`config.mk`:
```
export PLATFORM = sky130hd
export DESIGN_NAME = sha_handshake_bridge
export DESIGN_NICKNAME = d
export VERILOG_FILES = /design/src/rtl/sha_handshake_bridge.sv
export SDC_FILE = /design/constraint.sdc
export NUM_CORES = 1
export LEC_CHECK = 0
export ABC_AREA = 1
export CAP_MARGIN = 30
export CORE_MARGIN = 5
export CORE_UTILIZATION = 25
export CTS_BUF_LIST = sky130_fd_sc_hd__clkbuf_4
export DETAILED_ROUTE_END_ITERATION = 16
export PLACE_DENSITY = 0.46
export SYNTH_ARGS = -nofsm -noshare
export SYNTH_HDL_FRONTEND = slang
export SYNTH_SLANG_ARGS = --single-unit
```
`constraint.sdc`:
```
create_clock -name clk -period 16.1 [get_ports clk]
set_input_delay 4.83 -clock clk [delete_from_list [all_inputs] [get_ports clk]]
set_output_delay 4.83 -clock clk [all_outputs]
set_load 0.01 [all_outputs]
```
`src/rtl/sha_handshake_bridge.sv`:
```
// Bridge between a valid-ready byte FIFO and four-phase activate/data/digest
// channels of an asynchronous SHA core; all incoming req/ack lines are synchronised.
module sha_handshake_bridge #(
  parameter int DATA_W      = 8,
  parameter int DIGEST_W    = 256,
  parameter int DEPTH       = 16,
  parameter int SYNC_STAGES = 2
) (
  input  logic                     clk,
  input  logic                     initialise,
  input  logic                     start,
  output logic                     busy,
  input  logic                     wr_valid,
  output logic                     wr_ready,
  input  logic [DATA_W-1:0]        wr_data,
  output logic                     activate_0r,
  input  logic                     activate_0a,
  input  logic                     data_0r,
  output logic                     data_0a,
  output logic [DATA_W-1:0]        data_0d,
  input  logic                     digest_0r,
  output logic                     digest_0a,
  input  logic [DIGEST_W-1:0]      digest_0d,
  output logic                     dig_valid,
  output logic [DIGEST_W-1:0]      dig_data,
  output logic [$clog2(DEPTH):0]   fill_level,
  output logic                     underrun
);

  localparam int AW = $clog2(DEPTH);
  localparam logic [AW:0] FULL = (AW+1)'(DEPTH);

  typedef enum logic [1:0] {A_IDLE, A_REQ, A_REL} a_state_t;
  typedef enum logic [1:0] {D_IDLE, D_SETUP, D_ACK} d_state_t;
  typedef enum logic {G_IDLE, G_ACK} g_state_t;

  a_state_t a_state;
  d_state_t d_state;
  g_state_t g_state;

  logic [SYNC_STAGES-1:0] act_sync;
  logic [SYNC_STAGES-1:0] dreq_sync;
  logic [SYNC_STAGES-1:0] greq_sync;
  logic act_s, dreq_s, greq_s;

  logic [DATA_W-1:0] mem [DEPTH];
  logic [AW-1:0] wr_ptr, rd_ptr;
  logic live;
  logic push, pop;

  assign act_s  = act_sync[SYNC_STAGES-1];
  assign dreq_s = dreq_sync[SYNC_STAGES-1];
  assign greq_s = greq_sync[SYNC_STAGES-1];

  always_ff @(posedge clk or posedge initialise) begin
    if (initialise) begin
      act_sync  <= '0;
      dreq_sync <= '0;
      greq_sync <= '0;
    end else begin
      act_sync  <= {act_sync[SYNC_STAGES-2:0], activate_0a};
      dreq_sync <= {dreq_sync[SYNC_STAGES-2:0], data_0r};
      greq_sync <= {greq_sync[SYNC_STAGES-2:0], digest_0r};
    end
  end

  // live holds wr_ready low until the first edge after reset release
  assign wr_ready = live && (fill_level != FULL);
  assign push     = wr_valid && wr_ready;
  assign pop      = (d_state == D_IDLE) && dreq_s && (fill_level != '0);

  always_ff @(posedge clk) begin
    if (push) mem[wr_ptr] <= wr_data;
  end

  always_ff @(posedge clk or posedge initialise) begin
    if (initialise) begin
      live       <= 1'b0;
      wr_ptr     <= '0;
      rd_ptr     <= '0;
      fill_level <= '0;
    end else begin
      live <= 1'b1;
      if (push) wr_ptr <= wr_ptr + 1'b1;
      if (pop)  rd_ptr <= rd_ptr + 1'b1;
      unique case ({push, pop})
        2'b10:   fill_level <= fill_level + 1'b1;
        2'b01:   fill_level <= fill_level - 1'b1;
        default: fill_level <= fill_level;
      endcase
    end
  end

  always_ff @(posedge clk or posedge initialise) begin
    if (initialise) begin
      a_state     <= A_IDLE;
      activate_0r <= 1'b0;
      busy        <= 1'b0;
    end else begin
      unique case (a_state)
        A_IDLE: if (start) begin
          a_state     <= A_REQ;
          activate_0r <= 1'b1;
          busy        <= 1'b1;
        end
        A_REQ: if (act_s) begin
          a_state     <= A_REL;
          activate_0r <= 1'b0;
        end
        A_REL: if (!act_s) begin
          a_state <= A_IDLE;
          busy    <= 1'b0;
        end
        default: a_state <= A_IDLE;
      endcase
    end
  end

  always_ff @(posedge clk or posedge initialise) begin
    if (initialise) begin
      d_state  <= D_IDLE;
      data_0a  <= 1'b0;
      data_0d  <= '0;
      underrun <= 1'b0;
    end else begin
      unique case (d_state)
        D_IDLE: begin
          if (pop) begin
            data_0d <= mem[rd_ptr];
            d_state <= D_SETUP;
          end else if (dreq_s) begin
            underrun <= 1'b1;
          end
        end
        D_SETUP: begin
          d_state <= D_ACK;
          data_0a <= 1'b1;
        end
        D_ACK: if (!dreq_s) begin
          d_state <= D_IDLE;
          data_0a <= 1'b0;
        end
        default: d_state <= D_IDLE;
      endcase
    end
  end

  always_ff @(posedge clk or posedge initialise) begin
    if (initialise) begin
      g_state   <= G_IDLE;
      digest_0a <= 1'b0;
      dig_valid <= 1'b0;
      dig_data  <= '0;
    end else begin
      dig_valid <= 1'b0;
      unique case (g_state)
        G_IDLE: if (greq_s) begin
          dig_data  <= digest_0d;
          dig_valid <= 1'b1;
          digest_0a <= 1'b1;
          g_state   <= G_ACK;
        end
        G_ACK: if (!greq_s) begin
          digest_0a <= 1'b0;
          g_state   <= G_IDLE;
        end
        default: g_state <= G_IDLE;
      endcase
    end
  end

endmodule

```
==> run summary, run 1 <==
status: completed
vias in the first global route: 13,208
post-place setup slack: 8.21 ns
RSZ-0062 raised after global routing: false
Synth Cell Area: 16,700 sq um
maximum capacitance violations: 0
post-layout min period: 7.11 ns
Final Cell Area: 24,700 sq um
M1 wire length: 22.6 mm
syn_nets: 1,536
leakage: 10.3 nW
gr ovfl total: 0
row count: 94
met3 wire length: 6.65 mm
initial antenna violation count: 20
largest net degree at the start of global routing: 110
Synth Instances: 1,255
core area: 66,100 sq um
vias per std cell: 4.25
measured slew at the worst slew-check pin: 0.977 ns
Post-Route WL: 63.4 mm
Async SR Flop Fraction: 0.697
Synth Warn #: 0
drt wl/cell: 22.4 microns
fin. max-slew vios: 0
Initial Util: 0.253
sequential share of the synthesized area: 0.671
startpoint type of the worst setup path: flip-flop
final setup TNS: 0 ns
IO buf count: 546
ratio of cells with drive above 1 in the final layout: 0.236
setup ws final: 8.99 ns
Skew-Pair Late Insertion Delay: 0.93 ns
worst vdd rail ir drop: 0.0548 mV
clk_skew: 0.0712 ns
CP Max Fanout: 5
final hold vios: 0
Area Overhead vs Synth: 47.5%
number of CTS-inserted buffers: 130
Die Area: 72,200 sq um
Die X: 269 microns
postcts setup bufs: 0
most frequent cells in the layout: clkdlybuf4s50_1, dfrtp_1, mux2_2
first-pass GRT wire length: 89.9 mm
Layout Cells excl Fill: 2,832
drt pass-1 iters: 5
Yosys cell types: 25
hold bufs inserted after CTS: 0
Setup-failing EPs final: 0
vias: 12,033
EDFF count, synth: 128
number of antenna-violating nets in the routed design: 0
clock tree buffer depth: 3
DRC Markers: 0
Final period util: 0.442
critical path class: reg -> out
max layer used: met5
clk sinks: 423
pwr dens: 137 nW/um^2
die extent in y: 269 microns
Worst R2R Path Depth: 6
DP HPWL: 47.1 mm
Cells after DPL: 2,619
Max Freq: 141 MHz
commonest non-fill, non-tap cell in the layout: clkdlybuf4s50_1
root buffer cell: clkbuf_4
Fin Hold WS: 0.350 ns
Crit path arrival time: 2.28 ns
Slew headroom: 0.348
CTS-repair resized insts: 0
fin nets: 2,169
I/O pins: 547
Hold Path Cell Cnt: 0
CTS tree: done
H-Tree Depth: 4
worst min path class: reg -> reg
CP Capture Type: primary output
Placed Area: 23,000 sq um
Data required, critical path: 11.27 ns
initial DRC count: 587
Avg Inst Size Synth: 13.3 sq um
#FFs+latches synth: 423
Worst-path clk slew: 0.06 ns
ys flop type: dfrtp_1
GRT Util Overall: 0.172
GP Congestion: 0.824
met2 wire len: 32.6 mm
[path summary, 6_finish.rpt]
kind	endpoint	from	slack (ns)
setup / recovery	wr_ready	fill_level[0]$_DFFE_PP0P_	8.99
hold / removal	act_sync[1]$_DFF_PP0_	act_sync[0]$_DFF_PP0_	0.35
setup reg to reg	dig_data[11]$_DFFE_PP0P_	g_state$_DFF_PP0_	12.86
hold reg to reg	act_sync[1]$_DFF_PP0_	act_sync[0]$_DFF_PP0_	0.35
max in group asynchronous	dig_data[251]$_DFFE_PP0P_	initialise	9.29
min in group asynchronous	data_0d[7]$_DFFE_PP0P_	initialise	4.46
[per-stage QoR]
step	utilization	total power, mW
after detailed placement	0.348	2.34
after floorplan	-	1.84
after global routing	0.373	3.60
final	0.373	3.39
after CTS	0.372	3.46
after global placement	0.348	2.34
[routing by layer]
layer  global-route usage  vias up
met5                    0        -
li1                     -     5531
met4               0.0684        4
met1                0.184     5885
met2                0.297      506
met3               0.0807      107
[critical path, cell delays in order (launching register included)]
cell	delay (ns)
dfrtp_1	0.44
inv_1	0.08
nand4_1	0.13
nand2_1	0.07
inv_1	0.06
clkdlybuf4s50_1	0.60
[synth_stat cells, types with 2 or more instances]
cell | count | area, sq um
a21oi_1 | 2 | 10.0
ha_1 | 10 | 125
o21bai_1 | 2 | 15.0
inv_2 | 3 | 11.3
nand2_1 | 230 | 863
inv_1 | 122 | 458
dfrtp_1 | 295 | 7380
buf_2 | 38 | 190
buf_6 | 11 | 124
xor2_1 | 8 | 70.1
edfxtp_1 | 128 | 3840
mux2_2 | 256 | 2880
nor2_1 | 20 | 75.1
o21ai_0 | 10 | 50.1
buf_4 | 5 | 37.5
nand4_1 | 2 | 12.5
nand3_1 | 104 | 521
nor3_1 | 2 | 10.0
[power by group]
group          internal, mW  switching, mW
logic                 0.448          0.515
clock network         0.592          0.482
registers              1.26         0.0916
total                  2.30           1.09
[final cells by class]
| type | instances | area [sq um] |
|---|---|---|
| sequential | 423 | 11200 |
| multi-input combinational | 651 | 4680 |
| clock buffer | 174 | 1310 |
| antenna | 7 | 17.5 |
| fill | 6448 | 41400 |
| timing repair buffer | 556 | 5570 |
| inverter | 126 | 480 |
| clock inverter | 31 | 298 |
| tap | 864 | 1080 |
[kinds of logic (layout without fill, tap and decap cells)]
family,count (synthesis),count (layout),share of synthesized area
AND/OR/NAND/NOR,360,360,0.0895
buffers and inverters,181,887,0.0495
flip-flops,423,423,0.671
XOR/XNOR,9,9,0.00471
other,1,8,0.000224
multiplexers,256,256,0.172
AO/OA/AOI/OAI,15,15,0.00494
adder cells (fa/ha/maj),10,10,0.00748
[flip-flops by register name, summed over array words and instances (netlist names), 4 cells and up]
name / cells
dig_data: 256
data_0d: 8
wr_ptr: 4
rd_ptr: 4
fill_level: 5
mem: 128
(Power assumes the default switching activity.)
==> run 2: changes to the inputs <==
==> constraint.sdc (replaced) <==
create_clock -name clk -period 6.89 [get_ports clk]
set_input_delay 2.067 -clock clk [delete_from_list [all_inputs] [get_ports clk]]
set_output_delay 2.067 -clock clk [all_outputs]
set_load 0.01 [all_outputs]
==> run summary, run 2 (same netlist as run 1, synthesis figures left out) <==
status: completed
core area: 66,100 sq um (unchanged)
drt wl/cell: 22.6 microns (+0.88%)
worst min path class: reg -> reg
Hold EP: dreq_sync[1]$_DFF_PP0_
Die X: 269 microns (unchanged)
crit path cell chain: nor2_1 -> nand4_1 -> nand2_1 -> inv_1 -> clkdlybuf4s50_1
flop2flop setup slack: 4.08 ns (-8.78 ns)
die extent in y: 269 microns (unchanged)
hold bufs inserted after CTS: 0 (unchanged)
Die Area: 72,200 sq um (unchanged)
slowest stage cell on the critical path: clkdlybuf4s50_1
max FFs per register: 256 (unchanged)
row count: 94 (unchanged)
Post-Route WL: 64.5 mm (+1.6%)
number of antenna-violating nets in the routed design: 0 (unchanged)
Overall Power: 7.92 mW (+130%)
CTS tree: done
post-place setup slack: 2.67 ns (-5.54 ns)
H-Tree Depth: 4 (unchanged)
CP Max Fanout: 5 (unchanged)
critical path class: reg -> out
Largest Register: dig_data
Top Registers: dig_data (256), mem (128), data_0d (8)
measured slew at the worst slew-check pin: 0.960 ns (-0.0168 ns)
DP HPWL: 48.7 mm (+3.5%)
r2r endpoint: fill_level[4]$_DFFE_PP0P_
clk_skew: 0.0532 ns (-0.0180 ns)
most frequent cells in the layout: clkdlybuf4s50_1, dfrtp_1, mux2_2
hold path start: dreq_sync[0]$_DFF_PP0_
number of CTS-inserted buffers: 130 (unchanged)
Area Overhead vs Synth: 48.4%
Worst-path clk slew: 0.06 ns (about the same)
I/O pins: 547 (unchanged)
DRC Markers: 0 (unchanged)
setup ws final: 2.56 ns (-6.43 ns)
first-pass GRT wire length: 90.8 mm (+1.0%)
final hold vios: 0 (unchanged)
leakage: 10.4 nW (+0.83%)
worst vdd rail ir drop: 0.139 mV (+150%)
Skew-Pair Late Insertion Delay: 0.93 ns (about the same)
Worst R2R Path Depth: 13 (+7)
clock tree buffer depth: 3 (unchanged)
pwr dens: 319 nW/um^2 (+130%)
GRT Util Overall: 0.175 (+0.00212)
startpoint type of the worst setup path: flip-flop
Post-Route Utilization: 0.375 (+0.00231)
Placed Area: 23,200 sq um (+0.58%)
postcts setup bufs: 0 (unchanged)
initial antenna violation count: 20 (unchanged)
root buffer cell: clkbuf_4
drt pass-1 iters: 5 (unchanged)
CP Capture Type: primary output
vias in the first global route: 13,316 (+0.82%)
ratio of cells with drive above 1 in the final layout: 0.244 (+0.00756)
Max Freq: 231 MHz
max incr delay on CP: 0.47 ns (-0.13 ns)
fin nets: 2,174 (+0.23%)
Setup-failing EPs final: 0 (unchanged)
fin. max-slew vios: 0 (unchanged)
vias per std cell: 4.27 (+0.53%)
RR Startpoint: fill_level[1]$_DFFE_PP0P_
gr ovfl total: 0 (unchanged)
Fin Hold WS: 0.336 ns (-0.0142 ns)
Crit path arrival time: 2.26 ns (-0.02 ns)
CTS-repair resized insts: 0 (unchanged)
GP Congestion: 0.814 (-1.2%)
Layout Cells excl Fill: 2,853 (+0.74%)
Data required, critical path: 4.82 ns (-6.45 ns)
IO buf count: 546 (unchanged)
commonest non-fill, non-tap cell in the layout: clkdlybuf4s50_1
post-layout min period: 4.33 ns
Cells after DPL: 2,625 (+0.23%)
Hold Path Cell Cnt: 0 (unchanged)
maximum capacitance violations: 0 (unchanged)
clk sinks: 423 (unchanged)
RSZ-0062 raised after global routing: false
largest net degree at the start of global routing: 96 (-13%)
initial DRC count: 591 (+0.68%)
Final period util: 0.628
final setup TNS: 0 ns (unchanged)
vias: 12,187 (+1.3%)
fill count: 6,494 (+0.71%)
Initial Util: 0.253 (unchanged)
Final Cell Area: 24,800 sq um (+0.62%)
Slew headroom: 0.358 (+0.00920)
[run 2: cell types whose count changed in the layout (fill, tap and decap cells not counted), sizes merged]
cell / change
clkbuf: +16
diode: +8
buf: +5
clkinv: -4
bufinv: -2
clkinvlp: -1
inv: -1
[run 2: worst max-delay path by stage]
stage | startpoint | to | slack, ns
after floorplan | initialise | a_state[0]$_DFFE_PP0P_ | 0.91
after global placement | wr_valid | mem[5][2]$_DFFE_PP_ | 2.73
after detailed placement | wr_valid | mem[5][0]$_DFFE_PP_ | 2.67
after CTS | fill_level[1]$_DFFE_PP0P_ | wr_ready | 2.38
after global routing | fill_level[1]$_DFFE_PP0P_ | wr_ready | 2.25
final | fill_level[1]$_DFFE_PP0P_ | wr_ready | 2.56
[run 2: critical path, delay by kind of cell, from the launching register on]
| family | cells | cell delay [ns] |
|---|---|---|
| buffers and inverters | 2 | 0.52 |
| flip-flops | 1 | 0.44 |
| AND/OR/NAND/NOR | 3 | 0.41 |
[run 2: final cells by class]
type,count,area [sq um],share of cell area
clock inverter,23,204,0.00822
inverter,126,477,0.0192
antenna,15,37.5,0.00151
tap,864,1080,0.0436
timing repair buffer,561,5680,0.229
clock buffer,190,1430,0.0575
multi-input combinational,651,4680,0.189
sequential,423,11200,0.452
[run 2: power by group]
part / switching, mW / internal (mW)
logic: 1.19 / 1.06
registers: 0.236 / 2.94
clock network: 1.11 / 1.40
[run 2: per-layer routing]
metal  wire length, microns  GRT usage  up-vias
met4                   1120     0.0566        0
met5                      0          0        -
met3                   6600     0.0873       97
met2                  33700      0.304      479
met1                  23000      0.185     6034
li1                       -          -     5577
